--- config.mk ---
export PLATFORM = sky130hd
export DESIGN_NAME = reg_writeback
export DESIGN_NICKNAME = d
export VERILOG_FILES = /design/src/rtl/riscv_pkg.sv /design/src/rtl/reg_scoreboard.sv /design/src/rtl/reg_writeback.sv
export SDC_FILE = /design/constraint.sdc
export NUM_CORES = 1
export LEC_CHECK = 0
export BUFFER_PORTS_ARGS = -buffer_cell sky130_fd_sc_hd__clkbuf_2
export CAP_MARGIN = 15
export CORE_MARGIN = 3
export CORE_UTILIZATION = 40
export CTS_BUF_LIST = sky130_fd_sc_hd__clkbuf_16
export DETAILED_ROUTE_END_ITERATION = 10
export MAX_ROUTING_LAYER = met4
export PLACE_DENSITY_LB_ADDON = 0.2
export SLEW_MARGIN = 20
export SYNTH_ARGS = -nofsm -noshare
export SYNTH_HDL_FRONTEND = slang
export SYNTH_SLANG_ARGS = --single-unit
--- constraint.sdc ---
create_clock -name clk -period 2.11 [get_ports clk]
set_input_delay 0.1055 -clock clk [delete_from_list [all_inputs] [get_ports clk]]
set_output_delay 0.1055 -clock clk [all_outputs]
set_load 0.005 [all_outputs]
--- src/rtl/riscv_pkg.sv ---
// Shared integer-pipeline types: the default data width, the register address type and
// the write-back source encoding.
package riscv_pkg;

  localparam int XLEN_DEFAULT = 32;
  localparam int NUM_REGS     = 32;

  typedef logic [4:0] regaddr_t;

  typedef enum logic {
    WB_ALU = 1'b0,
    WB_MEM = 1'b1
  } wb_src_e;

  // On a tie, the source that was not served last time gets the grant.
  function automatic logic alu_wins(input logic alu_valid, input logic mem_valid,
                                    input wb_src_e last_grant);
    return alu_valid && (!mem_valid || (last_grant == WB_MEM));
  endfunction

endpackage

--- src/rtl/reg_scoreboard.sv ---
// Pending-write scoreboard for x1..x31. The issue-side set has priority over both flush
// and commit-side clear, so a re-issued destination is never lost.
module reg_scoreboard
  import riscv_pkg::*;
(
  input  logic     clk,
  input  logic     rst_n,
  input  logic     set_en,
  input  regaddr_t set_idx,
  input  logic     clr_en,
  input  regaddr_t clr_idx,
  input  logic     flush,
  input  regaddr_t rs1,
  input  regaddr_t rs2,
  output logic     rs1_pend,
  output logic     rs2_pend
);

  logic [NUM_REGS-1:1] pending_q;
  logic [NUM_REGS-1:1] pending_d;
  logic [NUM_REGS-1:0] pending_full;

  always_comb begin
    pending_d = pending_q;
    for (int i = 1; i < NUM_REGS; i++) begin
      if (set_en && (set_idx == regaddr_t'(i))) begin
        pending_d[i] = 1'b1;
      end else if (flush || (clr_en && (clr_idx == regaddr_t'(i)))) begin
        pending_d[i] = 1'b0;
      end
    end
  end

  always_ff @(posedge clk or negedge rst_n) begin
    if (!rst_n) begin
      pending_q <= '0;
    end else begin
      pending_q <= pending_d;
    end
  end

  // x0 reads as a permanent zero so it can never stall decode.
  assign pending_full = {pending_q, 1'b0};
  assign rs1_pend     = pending_full[rs1];
  assign rs2_pend     = pending_full[rs2];

endmodule

--- src/rtl/reg_writeback.sv ---
// Register-file write port: round-robin ALU/load arbitration, one registered write per cycle,
// and RAW hazard reporting. Optional feature macro: REG_WRITEBACK_BYPASS_EN (forwarding outputs).
module reg_writeback
  import riscv_pkg::*;
#(
  parameter int XLEN = XLEN_DEFAULT
) (
  input  logic            clk,
  input  logic            rst_n,
  input  logic            iss_valid,
  input  logic [4:0]      iss_rd,
  input  logic            flush,
  input  logic            alu_valid,
  output logic            alu_ready,
  input  logic [4:0]      alu_rd,
  input  logic [XLEN-1:0] alu_data,
  input  logic            mem_valid,
  output logic            mem_ready,
  input  logic [4:0]      mem_rd,
  input  logic [XLEN-1:0] mem_data,
  input  logic [4:0]      rs1,
  input  logic [4:0]      rs2,
  output logic            rs1_busy,
  output logic            rs2_busy,
`ifdef REG_WRITEBACK_BYPASS_EN
  output logic            byp_rs1_hit,
  output logic            byp_rs2_hit,
  output logic [XLEN-1:0] byp_data,
`endif
  output logic            rd_w,
  output logic [4:0]      rd,
  output logic [XLEN-1:0] rd_in
);

  wb_src_e         last_grant;
  logic            grant_any;
  regaddr_t        sel_rd;
  logic [XLEN-1:0] sel_data;
  logic            rs1_pend;
  logic            rs2_pend;

  always_comb begin
    alu_ready = alu_wins(alu_valid, mem_valid, last_grant);
    mem_ready = mem_valid && !alu_ready;
    grant_any = alu_ready || mem_ready;
    sel_rd    = alu_ready ? alu_rd : mem_rd;
    sel_data  = alu_ready ? alu_data : mem_data;
  end

  // Reset to MEM so the ALU takes the first tie after reset.
  always_ff @(posedge clk or negedge rst_n) begin
    if (!rst_n) begin
      last_grant <= WB_MEM;
    end else if (grant_any) begin
      last_grant <= alu_ready ? WB_ALU : WB_MEM;
    end
  end

  // Writes to x0 are consumed from the source but never reach the register file.
  always_ff @(posedge clk or negedge rst_n) begin
    if (!rst_n) begin
      rd_w  <= 1'b0;
      rd    <= '0;
      rd_in <= '0;
    end else begin
      rd_w <= grant_any && (sel_rd != '0);
      if (grant_any) begin
        rd    <= sel_rd;
        rd_in <= sel_data;
      end
    end
  end

  reg_scoreboard u_scoreboard (
    .clk      (clk),
    .rst_n    (rst_n),
    .set_en   (iss_valid),
    .set_idx  (iss_rd),
    .clr_en   (rd_w),
    .clr_idx  (rd),
    .flush    (flush),
    .rs1      (rs1),
    .rs2      (rs2),
    .rs1_pend (rs1_pend),
    .rs2_pend (rs2_pend)
  );

`ifdef REG_WRITEBACK_BYPASS_EN
  // A write on the port this cycle can be forwarded, so it no longer has to stall decode.
  assign byp_rs1_hit = rd_w && (rs1 != '0) && (rs1 == rd);
  assign byp_rs2_hit = rd_w && (rs2 != '0) && (rs2 == rd);
  assign byp_data    = rd_in;
  assign rs1_busy    = rs1_pend && !byp_rs1_hit;
  assign rs2_busy    = rs2_pend && !byp_rs2_hit;
`else
  assign rs1_busy = rs1_pend;
  assign rs2_busy = rs2_pend;
`endif

endmodule

# Yosys cells after proc, flatten, opt, wreduce, memory -nomap -nowiden
# Index checks and enable logic that the tools add are counted.
[totals]
regBits = 70
out_inout_bits = 42
elab_cells = 300
[op_classes]
n_lt_le_gt_ge = 2
eq_ne = 62
n_mux = 69
reduce_logical = 132
[ops]
columns = ["cell", "count"]
rows = [
  ["$eq 5x5->1 const B", 32],
  ["$eq 5x4->1 const B", 16],
  ["$logic_and 1x1->1", 65],
  ["$mux 1", 65],
  ["$reduce_bool 2->1", 31],
  ["$eq 5x3->1 const B", 8],
  ["$logic_or 1x1->1", 33],
  ["$mux 32", 1],
  ["$eq 5x2->1 const B", 4],
  ["$lt 5x6->1 const B", 2],
  ["$bmux 1 s5", 2],
  ["$eq 5x1->1 const B", 2],
  ["$mux 5", 1],
  ["$reduce_bool 5->1", 1],
  ["$logic_not 1->1", 2],
]

# Longest topological paths before layout
[depth]
depth_word = 7
mapped_depth = 7
depth_no_buf = 5

# By module
# From an unflattened synthesis, not the netlist that was laid out.
[unflattened]
cells_unflattened = 359
area_unflattened_um2 = 4010.1
[modules_own_cells]
columns = ["mod", "instances", "cells_each", "area_per_inst_um2", "seq_area_each_um2"]
rows = [
  ["reg_scoreboard", 1, 216, 2038.2, 775.7],
  ["reg_writeback", 1, 143, 1971.9, 977.2],
]

# Worst setup path before layout
# Ideal clock, no wire load.
[synth_path]
kind = "reg-to-reg"
from = "register rd[2]"
to = "register u_scoreboard.pending_q[20] (netlist bit)"
arrival_time_ps = 1298
path_slack_ps = 673
stages_incl_launch_ff = 6
synth_period_minus_slack_ps = 1437
path_cell_list = "dfrtp_1 -> buf_2 -> nor2b_1 -> nand3_1 -> o311ai_0 -> o21ai_0"
[synth_between]
elab_chain_len = 4
[synth_lines]
columns = ["element", "line_no", "text"]
rows = [
  ["start, declared", "reg_writeback.sv:31", "output logic [4:0] rd,"],
  ["start signal, assigned", "reg_writeback.sv:68", "rd <= sel_rd;"],
  ["$eq 5x5->1", "reg_scoreboard.sv:28", "end else if (flush || (clr_en && (clr_idx == regaddr_t'(i)))) begin"],
  ["$logic_and 1x1->1", "reg_scoreboard.sv:28", ""],
  ["$logic_or 1x1->1", "reg_scoreboard.sv:28", ""],
  ["$reduce_bool 2->1 (no line)", "-", ""],
  ["end signal, assigned", "reg_scoreboard.sv:38", "pending_q <= pending_d;"],
  ["end, declared", "reg_scoreboard.sv:19", "logic [NUM_REGS-1:1] pending_q;"],
]
# No other way between the ends.
# A chain may end at the register's enable or synchronous reset.

# Final worst setup path
[layout_path]
from = "register u_scoreboard.pending_q[17] (netlist bit)"
to = "output rs1_busy"
[layout_between]
elab_chain_len = 2
[layout_lines]
columns = ["element", "line_no", "text"]
rows = [
  ["$bmux 1 s5", "reg_scoreboard.sv:44", "assign rs1_pend = pending_full[rs1];"],
  ["$mux 1 (implied by the code)", "reg_scoreboard.sv:44", ""],
  ["end, declared", "reg_writeback.sv:23", "output logic rs1_busy,"],
]
# No other way between the ends. The select of a mux whose other input is x is not followed.

==> flow_summary.toml <==
[power]
power.total_mw = 3.43
vdd_drop_max_v = 0.000555
leakage_nw = 2.22
switching_share_pct = 27.5
combPwrFrac_pct = 17.5
pwr-share-clk_pct = 37.2
internal_power_mw = 2.49
power_density_nw_per_um2 = 730
p_switching_uw = 940
p_seq_share_pct = 45.3

[timing]
period_minus_slack_ns = 1.89
slew_headroom_pct = 52.5
clock_skew_ns = 0.00487
maxSlewViolCount = 0
tightestPinTransition_ns = 0.711
fin_setup_tns_ns = 0
rsz0062_at_grt = "false"
setup_slack_ns = 0.218
final.period_utilization_pct = 89.7
fmaxAchievable_ghz = 0.528
hold_viol_final = 0
setup_viol = 0

[worst_hold_path]
min_path_type = "input port to register"

[clock_tree]
clockRootBuffer = "clkbuf_16"
h-tree-depth = 3
clk_latency_ns = 0.33
clk_pin_slew_ns = 0.05
clockBufferDepth = 2
numCtsBuffers = 9
cts_tree = "yes"
clock_sinks = 70

[final_layout]
n_antenna_cell = 0
area_growth_pct = 27.7
layoutNonFillerInstCount = 639
drive_gt1_share_pct = 31.1
final_nets = 621
utilization_pct = 53.3

[yosys]
yosysWarnings = 0
synth_nets = 493
ys.flop_type = "dfrtp_1"
synth_edf_count = 0
syn_area_per_cell_um2 = 9.23
synth.distinct_cells = 36
ys_ff_latch = 70
synth_cells = 398
syn-cell-area_um2 = 3670
ys_async_sr_fraction_pct = 100
yosysSeqAreaShare_pct = 47.7

[placed_design]
io_buffers = 136
pre_cts_ws_ns = 0.473
dp_hpwl_mm = 8.18
post-place-cells = 622
finalWeightedCongestion = 0.854

[global_route]
grt_max_degree = 71
grt_pass1_wl_mm = 17.1
grt_overflow = 0
antenna_found_initial = 0
grt_usage_pct = 21.9
grt_pass1_vias = 3395

[detailed_routing]
firstDrtPassIters = 5
vias = 3543
post_drt_wl_per_cell_um = 16.9
vias_per_cell = 5.54
route.detailed.drc = 0
drt-initial-drc-count = 256
drt-total-wl_mm = 10.8
antenna_left = 0

[floorplan]
num_rows = 34
chipHeight_um = 102
io_pins = 137
coreArea_um2 = 8810
dieArea_um2 = 10400
dieWidth_um = 102
start_util_pct = 41.7

[setup_path]
path_cells = "mux4_1 > mux2_2 > nand3b_1 > nand4_1 > clkbuf_2"
start_kind = "register"
crit_path_end_kind = "output pin"
critPathRequiredTime_ns = 2.00
cp_top_family = "multiplexers"
crit_type = "register to output pin"
arrival_ns = 1.79
crit_slowest_cell = "mux4_1"
worstPathMaxFanout = 3
slowest_delay_ns = 0.50
cp.buffers_inverters = 1

[run_status]
status = "complete, no violations"

[run]
maxCapViolations = 0
-- path summary, 6_finish.rpt --
| path | depth (start not counted) | slack [ns] | end | start |
|---|---|---|---|---|
| max | 5 | 0.22 | rs1_busy | u_scoreboard.pending_q[17]$_DFFE_PN0P_ |
| min | 3 | 0.009 | rd_in[30]$_DFFE_PN0P_ | alu_data[30] |
| max reg2reg | 4 | 0.42 | u_scoreboard.pending_q[20]$_DFFE_PN0P_ | rd[2]$_DFFE_PN0P_ |
| min reg2reg | 2 | 0.48 | last_grant$_DFFE_PN1P_ | last_grant$_DFFE_PN1P_ |
| max in group asynchronous | 3 | 1.44 | last_grant$_DFFE_PN1P_ | rst_n |
| min in group asynchronous | 3 | 0.33 | u_scoreboard.pending_q[6]$_DFFE_PN0P_ | rst_n |
-- layout by cell type (no fill, tap or decap), types with 2 or more instances in the layout --
| cell | synthesis | routed |
|---|---|---|
| clkbuf_2 | 0 | 135 |
| nor2_1 | 82 | 82 |
| dfrtp_1 | 69 | 69 |
| o22ai_1 | 37 | 37 |
| o21ai_0 | 33 | 33 |
| nand3_1 | 30 | 30 |
| nand2_1 | 19 | 19 |
| mux2i_1 | 17 | 17 |
| o211ai_1 | 14 | 14 |
| nor2b_1 | 10 | 10 |
| inv_1 | 6 | 10 |
| clkbuf_16 | 0 | 9 |
| nand2b_1 | 8 | 8 |
| nand4_1 | 6 | 6 |
| a21oi_1 | 5 | 5 |
| buf_4 | 0 | 5 |
| a22oi_1 | 4 | 4 |
| mux2_2 | 4 | 4 |
| o311ai_0 | 4 | 4 |
| mux4_1 | 3 | 3 |
| or4_1 | 3 | 3 |
| mux4_2 | 3 | 3 |
| and4bb_2 | 2 | 2 |
| a31o_2 | 2 | 2 |
| clkinv_1 | 0 | 2 |
-- through the flow --
step | hold WS, ns | cell area [um2]
final | 0.00902 | 4690
after global placement | 0.157 | 4430
after floorplan | -0.190 | 3670
after CTS | 0.00723 | 4690
after detailed placement | 0.152 | 4430
after global routing | 0.0275 | 4690
-- layer usage --
metal  GRT usage (%)  wire length, um
met1            29.8             4640
met2            32.8             5190
met3            4.51              760
met4            7.67              193
met5               -                0
-- worst register-to-register path, stage by stage, from the launching register on --
cell	delay, ns
dfrtp_1	0.52
nor2b_1	0.38
nand3_1	0.21
o311ai_0	0.31
o21ai_0	0.13
-- repair_timing --
item | in CTS | in global routing
endpoints found under the setup margin | 0 | 0
hold buffers | 1 | 0
resized for setup | 0 | 0
buffers inserted | 0 | 0
hold endpoints to repair | 69 | 0
-- power by group through the flow --
stage	logic (mW)	clock network, mW	registers [mW]
after floorplan	0.313	0	1.54
after global placement	0.593	0	1.56
after detailed placement	0.601	0	1.57
after CTS	0.604	1.30	1.55
after global routing	0.669	1.36	1.57
final	0.598	1.28	1.55
-- area by class of cell --
type / count / area, um2
Clock buffer: 9 / 225
Clock inverter: 7 / 27.5
Fill cell: 819 / 4120
Inverter: 6 / 22.5
Multi-Input combinational cell: 296 / 1780
Sequential cell: 70 / 1750
Tap cell: 108 / 135
Timing Repair Buffer: 143 / 748
-- sequential cells by signal (all words and copies together), names as in the netlist --
register	flops
last_grant	1
rd	5
u_scoreboard.pending_q	31
rd_in	32
rd_w	1
-- kinds of logic (layout without fill, tap and decap cells) --
family	after synthesis	count (layout)	synth area share, %
and+or+nand+nor	165	165	20.8
AOI/OAI and AO/OA	103	103	17.5
DFF	70	70	47.7
buffers and inverters	32	165	3.82
muxes	28	28	10.2
-- synthesized netlist by cell type, drive strengths merged, types with 8 or more instances --
cell / number / share of area [%]
nand2b: 8 / 1.4
o211ai: 14 / 2.9
nand2: 19 / 1.9
dfrtp: 69 / 47
clkbuf: 14 / 1.4
o21ai: 33 / 4.5
o22ai: 37 / 6.3
mux2i: 17 / 4.6
nor2b: 10 / 1.7
nor2: 82 / 8.4
nand3: 30 / 4.1
buf: 12 / 1.8
No activity file was read; power rests on OpenSTA's default activity.
